$ cat src/rtl/fetch_pkg.sv
// Shared defaults and the queue entry layout for the fetch buffer.
package fetch_pkg;

    localparam int unsigned FETCH_XLEN  = 32;
    localparam int unsigned FETCH_DEPTH = 2;

    typedef struct packed {
        logic [FETCH_XLEN-1:0] pc;
        logic [FETCH_XLEN-1:0] instr;
    } fetch_entry_t;

endpackage

$ cat src/rtl/fetch_fifo.sv
// Instruction queue storage: circular buffer with push, pop, synchronous clear and occupancy count.
module fetch_fifo
    import fetch_pkg::*;
#(
    parameter int unsigned DEPTH = FETCH_DEPTH,
    parameter type entry_t = fetch_entry_t,
    localparam int unsigned PW = $clog2(DEPTH),
    localparam int unsigned CW = $clog2(DEPTH + 1)
) (
    input  logic          clk,
    input  logic          reset_n,
    input  logic          clear,
    input  logic          push,
    input  entry_t        push_data,
    input  logic          pop,
    output entry_t        head,
    output logic [CW-1:0] count
);

    entry_t        mem [DEPTH];
    logic [PW-1:0] head_ptr;
    logic [PW-1:0] tail_ptr;

    function automatic logic [PW-1:0] next_ptr(input logic [PW-1:0] p);
        return (p == PW'(DEPTH - 1)) ? '0 : p + PW'(1);
    endfunction

    // Pointers and count; clear wins over any simultaneous push or pop.
    always_ff @(posedge clk or negedge reset_n) begin
        if (!reset_n) begin
            head_ptr <= '0;
            tail_ptr <= '0;
            count    <= '0;
        end else if (clear) begin
            head_ptr <= '0;
            tail_ptr <= '0;
            count    <= '0;
        end else begin
            if (push) tail_ptr <= next_ptr(tail_ptr);
            if (pop)  head_ptr <= next_ptr(head_ptr);
            case ({push, pop})
                2'b10:   count <= count + CW'(1);
                2'b01:   count <= count - CW'(1);
                default: count <= count;
            endcase
        end
    end

    // Data storage is deliberately left unreset.
    always_ff @(posedge clk) begin
        if (push && !clear) mem[tail_ptr] <= push_data;
    end

    assign head = mem[head_ptr];

    count_le_depth: assert property (@(posedge clk) disable iff (!reset_n) count <= CW'(DEPTH));

endmodule

$ cat src/rtl/fetch_buffer.sv
// Decoupling buffer between instruction fetch and decode: issue control, response pairing, flush.
// Optional FETCH_BUFFER_PERF_EN adds saturating stall_cnt / drop_cnt outputs.
module fetch_buffer
    import fetch_pkg::*;
#(
    parameter int unsigned XLEN  = FETCH_XLEN,
    parameter int unsigned DEPTH = FETCH_DEPTH
) (
    input  logic            clk,
    input  logic            reset_n,
    input  logic [XLEN-1:0] pc_F,
    output logic            stall_PC,
    output logic            imem_req,
    output logic [XLEN-1:0] imem_addr,
    input  logic [XLEN-1:0] imem_rdata,
    input  logic            flush,
    output logic            valid_D,
    input  logic            ready_D,
    output logic [XLEN-1:0] instr_D,
    output logic [XLEN-1:0] pc_D
`ifdef FETCH_BUFFER_PERF_EN
    ,
    output logic [31:0]     stall_cnt,
    output logic [31:0]     drop_cnt
`endif
);

    localparam int unsigned CW = $clog2(DEPTH + 1);
    localparam int unsigned OW = CW + 1;

    typedef struct packed {
        logic [XLEN-1:0] pc;
        logic [XLEN-1:0] instr;
    } entry_t;

    logic            inflight;
    logic [XLEN-1:0] cap_pc;
    logic [CW-1:0]   count;
    logic            pop;
    logic            push;
    logic            issue_ok;
    logic [OW-1:0]   occ;
    entry_t          push_data;
    entry_t          head;

    // Occupancy after this cycle's pop, counting the response still in flight.
    always_comb begin
        pop      = valid_D & ready_D;
        occ      = OW'(count) + OW'(inflight) - OW'(pop);
        issue_ok = occ < OW'(DEPTH);
    end

    assign imem_req  = reset_n & issue_ok & ~flush;
    assign stall_PC  = reset_n & ~issue_ok & ~flush;
    assign imem_addr = pc_F;
    assign push      = inflight & ~flush;
    assign push_data = '{pc: cap_pc, instr: imem_rdata};
    assign valid_D   = (count != '0);
    assign instr_D   = head.instr;
    assign pc_D      = head.pc;

    // Remember the PC of each request so it pairs with next cycle's read data.
    always_ff @(posedge clk or negedge reset_n) begin
        if (!reset_n) begin
            inflight <= 1'b0;
            cap_pc   <= '0;
        end else begin
            inflight <= imem_req;
            if (imem_req) cap_pc <= pc_F;
        end
    end

    fetch_fifo #(
        .DEPTH   (DEPTH),
        .entry_t (entry_t)
    ) u_fifo (
        .clk       (clk),
        .reset_n   (reset_n),
        .clear     (flush),
        .push      (push),
        .push_data (push_data),
        .pop       (pop),
        .head      (head),
        .count     (count)
    );

`ifdef FETCH_BUFFER_PERF_EN
    logic [OW-1:0] drop_amt;
    logic [32:0]   drop_sum;

    // A head entry handed to decode under flush was consumed, not dropped.
    always_comb begin
        drop_amt = OW'(count) + OW'(inflight) - OW'(pop);
        drop_sum = {1'b0, drop_cnt} + 33'(drop_amt);
    end

    always_ff @(posedge clk or negedge reset_n) begin
        if (!reset_n) begin
            stall_cnt <= '0;
            drop_cnt  <= '0;
        end else begin
            if (stall_PC && (stall_cnt != '1)) stall_cnt <= stall_cnt + 32'(1);
            if (flush) drop_cnt <= drop_sum[32] ? '1 : drop_sum[31:0];
        end
    end
`endif

endmodule

$ cat config.mk
export PLATFORM = sky130hd
export DESIGN_NAME = fetch_buffer
export DESIGN_NICKNAME = d
export VERILOG_FILES = /design/src/rtl/fetch_pkg.sv /design/src/rtl/fetch_fifo.sv /design/src/rtl/fetch_buffer.sv
export SDC_FILE = /design/constraint.sdc
export NUM_CORES = 1
export LEC_CHECK = 0
export ABC_AREA = 1
export CAP_MARGIN = 15
export CORE_UTILIZATION = 30
export CTS_CLUSTER_DIAMETER = 60
export DETAILED_ROUTE_END_ITERATION = 7
export DONT_BUFFER_PORTS = 1
export PLACE_DENSITY = 0.48
export SKIP_CTS_REPAIR_TIMING = 1
export SLEW_MARGIN = 30
export SYNTH_ARGS = -nofsm -noshare
export SYNTH_HDL_FRONTEND = slang
export SYNTH_SLANG_ARGS = --single-unit
$ cat constraint.sdc
create_clock -name clk -period 6.9 [get_ports clk]
set_clock_uncertainty 0.1 [all_clocks]
set_input_delay 0.345 -clock clk [delete_from_list [all_inputs] [get_ports clk]]
set_output_delay 0.345 -clock clk [all_outputs]
set_load 0.02 [all_outputs]
==> run_results.csv, run 1 <==
group,metric,value,unit
worst_setup_path,startpoint_type,"flip-flop",
sta,max_freq,237,MHz
cells_and_area,final_cell_mix,"nand2_1, edfxtp_1, dlygate4sd3_1, dfrtp_1, clkbuf_16",
placement,hpwl,7570,um
cells_and_area,fin_util,37.0,%
synth,synth-edff-count,128,
cts,cts_buffer_depth,2,
detailed_routing,vias_per_cell,4.23,
synth,synth.distinct_cells,25,
sta,setup_slack,2690,ps
power_and_ir_drop,p_int,0.00204,W
sta,setup_viol_count_final,0,
floorplan,start_util,30.9,%
global_route,track_usage,12.0,%
global_route,grt_max_degree,66,
power_and_ir_drop,irDropWorstVdd,0.148,mV
cells_and_area,drive_above_1_share,10.0,%
cts,cts-root-buf,"clkbuf_16",
power_and_ir_drop,switching_share,32.8,%
floorplan,fp.dieArea,22500,um^2
worst_hold_path,hold_class,"in2reg",
detailed_routing,wirelength,13200,um
sta,post-route-period-util,61.1,%
synth,yosysWarnings,0,
power_and_ir_drop,seq_power_share,46.0,%
synth,yosys_register_bits,165,
global_route,antenna_found_initial,0,
worst_hold_path,worstHoldPathCells,3,
sta,min_period,4210,ps
floorplan,die_h,150,um
cells_and_area,area_growth,19.6,%
cts,cts.sinks,165,
floorplan,fp.coreArea,21200,um^2
detailed_routing,dr.pass1.iters,4,
synth,synth_fp_nets,618,
global_route,overflow,0,
detailed_routing,ant_nets,0,
cts,clkLatencyLatePin,420,ps
worst_setup_path,cp.required,6450,ps
worst_setup_path,critical_path_class,"reg2out",
detailed_routing,vias,3693,
synth,async_flop_share,22.4,%
cells_and_area,fill_cells,2063,
worst_setup_path,cp.arrival,3770,ps
synth,synth_flop_cell,"edfxtp_1",
sta,drv_slew,0,
detailed_routing,drt_iter0_drc,129,
power_and_ir_drop,p_switching,0.000993,W
placement,portBuffers,0,
worst_setup_path,r2r_cells,12,
placement,gp_congestion,0.759,
global_route,grt_pass1_wl,19700,um
sta,slew_headroom,37.9,%
sta,timing.hold.ws,47.9,ps
sta,rsz0062_at_grt,"no",
floorplan,dieWidth,150,um
outcome,status,"finished clean",
synth,synth_cells,548,
synth,synth_area,6570,um^2
cts,numCtsBuffers,17,
floorplan,pin_count,167,
cts,clkSlewWorstSetupHoldPaths,60,ps
sta,tns,0,ps
synth,synth_seq_area_share,72.6,%
cells_and_area,layout_commonest_cell,"nand2_1",
sta,worstMarginPinSlew,931,ps
power_and_ir_drop,power_frac_clock,30.7,%
cells_and_area,final_cells,873,
cts,cts_tree,"built",
cells_and_area,diodes,0,
power_and_ir_drop,combPwrFrac,23.3,%
global_route,grt_pass1_vias,3483,
synth,synth_area_per_cell,12.0,um^2
cts,cts_max_level,4,
worst_setup_path,worst_setup_path_end_kind,"output port",
sta,final-hold-violation-count,0,
power_and_ir_drop,power_leakage,3.27,nW
floorplan,rows,53,
detailed_routing,wl_per_cell,15.1,um
placement,place_inst,775,
run,drv_cap,0,
detailed_routing,post-route-drc-count,0,
power_and_ir_drop,power_density,386,nW/um^2
cells_and_area,final_nets,656,
worst_setup_path,crit_fanout,34,
placement,detailedPlace.worstSlack,3070,ps
-- metal layers --
layer / track usage [%] / routed length [um]
met5: 0 / 0
met4: 3.79 / 118
met3: 5.88 / 1020
met2: 18.6 / 6090
met1: 14.5 / 5960
-- worst max-delay path, cell delays in order (launching register included) --
cell and delay, ps:
dfrtp_1 520, inv_1 90, nand2_1 210, nand2_1 150, inv_1 100, ha_1 240, or2_2 310, fa_1 420
xnor2_2 220, nand3_4 400, inv_4 680
-- path summary, 6_finish.rpt --
| check | startpoint | endpoint | slack, ps |
|---|---|---|---|
| worst max-delay path | u_fifo.count[1] | imem_req | 2690 |
| worst min-delay path | flush | u_fifo.head_ptr | 50 |
| worst max register to register | u_fifo.count[1] | cap_pc[6] | 3140 |
| worst min register to register | cap_pc[6] | u_fifo.mem[1][38] | 370 |
| max in group asynchronous | reset_n | cap_pc[0] | 6140 |
| min in group asynchronous | reset_n | cap_pc[20] | 350 |
-- flip-flops by register name, summed over array words and instances, names as in the netlist --
| name | flops |
|---|---|
| u_fifo.tail_ptr | 1 |
| cap_pc | 32 |
| u_fifo.count | 2 |
| u_fifo.head_ptr | 1 |
| inflight | 1 |
| u_fifo.mem | 128 |
-- cell usage after synthesis (2+ instances only) --
cell      instances  area [um^2]
buf_4            35          263
nand3_1           2         10.0
edfxtp_1        128         3840
nand2_1         283         1060
nand2_4          13          146
dfrtp_1          37          926
inv_1             9         33.8
buf_12            2         40.0
buf_2             2         10.0
nor2_1            4         15.0
buf_1             3         11.3
clkbuf_1          9         33.8
nand2_2           7         43.8
o21ai_0           2         10.0
a21oi_1           2         10.0
-- power by group through the flow --
stage | combinational, W | clock, W | sequential, W
after floorplan | 0.000592 | 0 | 0.00139
after global placement | 0.000669 | 0 | 0.00141
after detailed placement | 0.000684 | 0 | 0.00142
after CTS | 0.000686 | 0.000958 | 0.00140
after global routing | 0.000791 | 0.000999 | 0.00142
final | 0.000707 | 0.000929 | 0.00139
-- cells by family (layout without fill, tap and decap cells) --
group / Yosys count / in the layout / synth area share, %
fa+ha+maj: 2 / 2 / 0.495
simple gates: 312 / 312 / 19.9
flops: 165 / 165 / 72.6
buf+inv: 63 / 113 / 6.29
xor+xnor: 2 / 2 / 0.381
compound gates: 4 / 4 / 0.305
-- through the flow --
step,power [W],instance area (um^2)
2_1_floorplan,0.00199,6570
3_3_place_gp,0.00207,6590
3_5_place_dp,0.00210,6590
4_1_cts,0.00304,7160
5_1_grt,0.00321,7850
6_report,0.00303,7850
-- final cells by class --
class	count	area (um^2)	share of cell area [%]
Sequential cell	165	4770	60.8
Multi-Input combinational cell	320	1400	17.8
Timing Repair Buffer	71	718	9.15
Clock buffer	21	440	5.61
Tap cell	275	344	4.38
Clock inverter	10	135	1.72
Inverter	11	43.8	0.558
Note: power is estimated with default switching activity, not from simulation.
==> run 2: changes to the inputs <==
==> constraint.sdc (replaced) <==
create_clock -name clk -period 4.35 [get_ports clk]
set_clock_uncertainty 0.1 [all_clocks]
set_input_delay 0.2175 -clock clk [delete_from_list [all_inputs] [get_ports clk]]
set_output_delay 0.2175 -clock clk [all_outputs]
set_load 0.02 [all_outputs]
==> run_results.csv, run 2 (same netlist as run 1, synthesis figures left out) <==
group,metric,value,unit
outcome,status,"finished clean",
power_and_ir_drop,power_leakage,3.31,nW
cells_and_area,fill_cells,2074,
sta,final-hold-violation-count,0,
run,drv_cap,0,
worst_setup_path,crit_fanout,34,
cells_and_area,diodes,0,
detailed_routing,vias_per_cell,4.27,
worst_setup_path,startpoint_type,"flip-flop",
worst_hold_path,hold_class,"in2reg",
cts,clkSlewWorstSetupHoldPaths,60,ps
detailed_routing,vias,3736,
sta,slew_headroom,50.6,%
worst_setup_path,cp.required,4030,ps
placement,hpwl,7980,um
sta,max_freq,270,MHz
floorplan,start_util,30.9,%
cts,cts-root-buf,"clkbuf_16",
worst_setup_path,worst_setup_path_end_kind,"output port",
cells_and_area,largest_register,"u_fifo.mem",
placement,portBuffers,0,
floorplan,rows,53,
sta,min_period,3700,ps
global_route,grt_pass1_vias,3490,
cts,cts_max_level,4,
floorplan,pin_count,167,
worst_setup_path,crit_path_cell_trace,"inv_1 > nand2_1 > nand2_1 > inv_1 > ha_1 > or2_2 > fa_1 > xnor2_2 > nand3_4 > inv_4",
sta,post-route-period-util,85.1,%
worst_setup_path,critical_path_class,"reg2out",
cts,numCtsBuffers,17,
global_route,antenna_found_initial,0,
cells_and_area,final_nets,658,
cells_and_area,largest_reg_flops,128,
global_route,overflow,0,
detailed_routing,drt_iter0_drc,163,
floorplan,fp.coreArea,21200,um^2
worst_setup_path,slowest_delay,540,ps
detailed_routing,wl_per_cell,15.3,um
worst_setup_path,slowest_stage,"inv_4",
cts,cts_tree,"built",
cts,cts.sinks,165,
detailed_routing,wirelength,13400,um
detailed_routing,ant_nets,0,
power_and_ir_drop,power_density,624,nW/um^2
floorplan,fp.dieArea,22500,um^2
sta,drv_slew,0,
detailed_routing,post-route-drc-count,0,
power_and_ir_drop,irDropWorstVdd,0.406,mV
sta,tns,0,ps
sta,worstMarginPinSlew,741,ps
cells_and_area,area_growth,20.6,%
sta,rsz0062_at_grt,"no",
global_route,grt_max_degree,65,
cells_and_area,final_cell_mix,"nand2_1, edfxtp_1, dlygate4sd3_1, dfrtp_1, clkbuf_16",
floorplan,dieWidth,150,um
cts,clkLatencyLatePin,420,ps
detailed_routing,dr.pass1.iters,4,
cts,cts_buffer_depth,2,
floorplan,die_h,150,um
placement,gp_congestion,0.682,
cells_and_area,fin_util,37.3,%
global_route,grt_pass1_wl,19500,um
cells_and_area,layout_commonest_cell,"nand2_1",
cells_and_area,reg_top3,"u_fifo.mem (128), cap_pc (32), u_fifo.count (2)",
cells_and_area,drive_above_1_share,10.2,%
sta,setup_viol_count_final,0,
worst_setup_path,cp.arrival,3390,ps
global_route,track_usage,12.0,%
run 2: cell count changes in the layout (fill, tap and decap cells not counted), sizes merged:
cell | previous run | this run
buf | 5 | 6
bufinv | 3 | 5
clkbuf | 21 | 22
clkinv | 4 | 3
clkinvlp | 3 | 1
dlygate4sd3 | 66 | 67
run 2: layer usage:
metal / up-vias / wire, um / track usage [%]
met5: - / 0 / 0
met4: 0 / 253 / 5.00
met3: 18 / 1190 / 6.10
met2: 127 / 5950 / 18.1
met1: 1768 / 5970 / 14.3
li1: 1823 / - / -
run 2: worst max-delay path, delay by kind of cell, from the launching register on:
family,cells,cell delay [ps]
fa+ha+maj,2,660
simple gates,4,840
flops,1,520
buf+inv,3,720
xor+xnor,1,220
run 2: path summary, 6_finish.rpt:
kind / cells past startpoint / slack, ps / to / start
max: 10 / 650 / imem_req / u_fifo.count[1]
min: 4 / 60 / u_fifo.count[1] / ready_D
max reg2reg: 12 / 1010 / cap_pc[1] / u_fifo.count[1]
min reg2reg: 0 / 370 / u_fifo.mem[0][44] / cap_pc[12]
max in group asynchronous: 2 / 3730 / u_fifo.head_ptr / reset_n
min in group asynchronous: 2 / 200 / cap_pc[24] / reset_n
run 2: cell type report:
class	count	area [um^2]	area share [%]
clock buffer	22	444	5.61
clock inverter	9	180	2.28
inverter	11	43.8	0.553
multi-input combinational	320	1400	17.7
sequential	165	4770	60.2
tap	275	344	4.35
timing repair buffer	73	736	9.29
run 2: where the power goes:
part / switching [W] / total, W / leakage [nW] / internal, W
sequential: 0.000142 / 0.00221 / 1.63 / 0.00207
clock: 0.000577 / 0.00159 / 0.298 / 0.00102
combinational: 0.000864 / 0.00113 / 1.38 / 0.000267
total: 0.00158 / 0.00494 / 3.31 / 0.00336
run 2: metrics by stage:
stage               cell area, um^2  power (W)  hold WS [ps]  instances  setup WS, ps
floorplan                      6570    0.00315          -178        548           627
global placement               6600    0.00330          -177        776          1240
detailed placement             6600    0.00333          -177        776          1040
CTS                            7220    0.00495          -637        807           645
global route                   7920    0.00520          65.9        875           497
finish                         7920    0.00494          56.8        875           647
==> run 3: changes to the inputs <==
--- a/config.mk
+++ b/config.mk
@@ -12,6 +12,7 @@
 export DETAILED_ROUTE_END_ITERATION = 7
 export DONT_BUFFER_PORTS = 1
 export PLACE_DENSITY = 0.48
+export REMOVE_ABC_BUFFERS = 1
 export SKIP_CTS_REPAIR_TIMING = 1
 export SLEW_MARGIN = 30
 export SYNTH_ARGS = -nofsm -noshare
==> run_results.csv, run 3 (same netlist as run 1, synthesis figures left out) <==
group,metric,value,unit
cts,cts-root-buf,"clkbuf_16",
detailed_routing,post-route-drc-count,0,
worst_setup_path,slowest_delay,530,ps
sta,drv_slew,0,
placement,portBuffers,0,
cells_and_area,layout_commonest_cell,"nand2_1",
cells_and_area,final_cell_mix,"nand2_1, edfxtp_1, dlygate4sd3_1, dfrtp_1, clkbuf_16",
cells_and_area,largest_reg_flops,128,
global_route,overflow,0,
cts,cts_buffer_depth,2,
cells_and_area,area_growth,19.9,%
power_and_ir_drop,power_density,607,nW/um^2
detailed_routing,wl_per_cell,15.3,um
detailed_routing,vias,3736,
global_route,grt_pass1_vias,3417,
floorplan,rows,53,
sta,setup_viol_count_final,0,
floorplan,die_h,150,um
sta,min_period,3610,ps
cells_and_area,fill_cells,2086,
outcome,status,"finished clean",
placement,hpwl,7570,um
sta,rsz0062_at_grt,"no",
cells_and_area,final_nets,659,
worst_setup_path,slowest_stage,"inv_4",
power_and_ir_drop,power_leakage,3.29,nW
run,drv_cap,0,
floorplan,fp.dieArea,22500,um^2
power_and_ir_drop,irDropWorstVdd,0.261,mV
worst_setup_path,cp.arrival,3290,ps
floorplan,fp.coreArea,21200,um^2
detailed_routing,vias_per_cell,4.25,
power_and_ir_drop,power,0.00478,W
worst_setup_path,crit_path_cell_trace,"inv_1 > nand2_1 > nand2_1 > inv_1 > ha_1 > or2_2 > fa_1 > xnor2_2 > nand3_4 > inv_4",
worst_setup_path,crit_fanout,34,
sta,tns,0,ps
cts,clkLatencyLatePin,420,ps
cells_and_area,reg_top3,"u_fifo.mem (128), cap_pc (32), u_fifo.count (2)",
global_route,track_usage,12.0,%
floorplan,dieWidth,150,um
sta,slew_headroom,42.1,%
cts,cts_tree,"built",
detailed_routing,wirelength,13500,um
cells_and_area,largest_register,"u_fifo.mem",
detailed_routing,ant_nets,0,
cts,clkSlewWorstSetupHoldPaths,60,ps
worst_setup_path,cp.required,4030,ps
worst_setup_path,worst_setup_path_end_kind,"output port",
sta,max_freq,277,MHz
placement,gp_congestion,0.727,
sta,final-hold-violation-count,0,
floorplan,pin_count,167,
cells_and_area,drive_above_1_share,11.0,%
cts,numCtsBuffers,17,
sta,post-route-period-util,82.9,%
cts,cts_max_level,4,
worst_hold_path,hold_class,"in2reg",
global_route,grt_pass1_wl,19400,um
worst_setup_path,critical_path_class,"reg2out",
global_route,antenna_found_initial,1,
floorplan,start_util,30.9,%
detailed_routing,dr.pass1.iters,6,
cts,cts.sinks,165,
detailed_routing,drt_iter0_drc,154,
global_route,grt_max_degree,65,
worst_setup_path,startpoint_type,"flip-flop",
sta,worstMarginPinSlew,868,ps
-- run 3: stage by stage --
step / hold WS, ps / worst slack [ps] / util (%) / instances / instance area [um^2]
floorplan: -178 / 627 / - / 496 / 6200
global placement: -177 / 1250 / 31.1 / 776 / 6600
detailed placement: -177 / 1120 / 31.1 / 776 / 6600
CTS: -650 / 715 / 33.8 / 808 / 7160
global route: 61.8 / 579 / 37.1 / 879 / 7880
finish: 47.7 / 745 / 37.1 / 879 / 7880
-- run 3: final timing paths --
path,start,slack [ps],cells past startpoint,to
hold reg to reg,cap_pc[31],370,0,u_fifo.mem[1][63]
min in group asynchronous,reset_n,210,2,cap_pc[24]
max in group asynchronous,reset_n,3730,2,u_fifo.head_ptr
setup / recovery,u_fifo.count[1],740,10,imem_req
setup reg to reg,u_fifo.count[1],1130,12,cap_pc[3]
hold / removal,ready_D,50,4,u_fifo.count[0]
-- run 3: final cells by class --
class | count | area, um^2 | share of cell area (%)
diodes | 2 | 5.00 | 0.0635
clock buffers | 17 | 425 | 5.40
clock inverters | 15 | 141 | 1.80
inverters | 11 | 43.8 | 0.556
multi-input cells | 320 | 1400 | 17.8
flip-flops and latches | 165 | 4770 | 60.6
well taps | 275 | 344 | 4.37
repair buffers | 74 | 746 | 9.47
-- run 3: critical path, delay by kind of cell (launching register included) --
family                   cells  cell delay, ps
buffers and inverters        3             680
flip-flops                   1             520
AND/OR/NAND/NOR              4             790
adder cells (fa/ha/maj)      2             630
XOR/XNOR                     1             220
-- run 3: per-layer routing --
metal / up-vias / part of all wire [%] / GRT usage (%)
li1: 1834 / - / -
met3: 16 / 7.8 / 5.73
met5: - / 0 / 0
met2: 117 / 49 / 20.0
met4: 0 / 2.2 / 4.95
met1: 1769 / 41 / 13.1
-- run 3: where the power goes --
group	leakage [nW]	internal (W)	total, W	switching [W]
Sequential	1.63	0.00207	0.00221	0.000141
Clock	0.278	0.000799	0.00145	0.000647
Combinational	1.38	0.000267	0.00112	0.000852
Total	3.29	0.00314	0.00478	0.00164
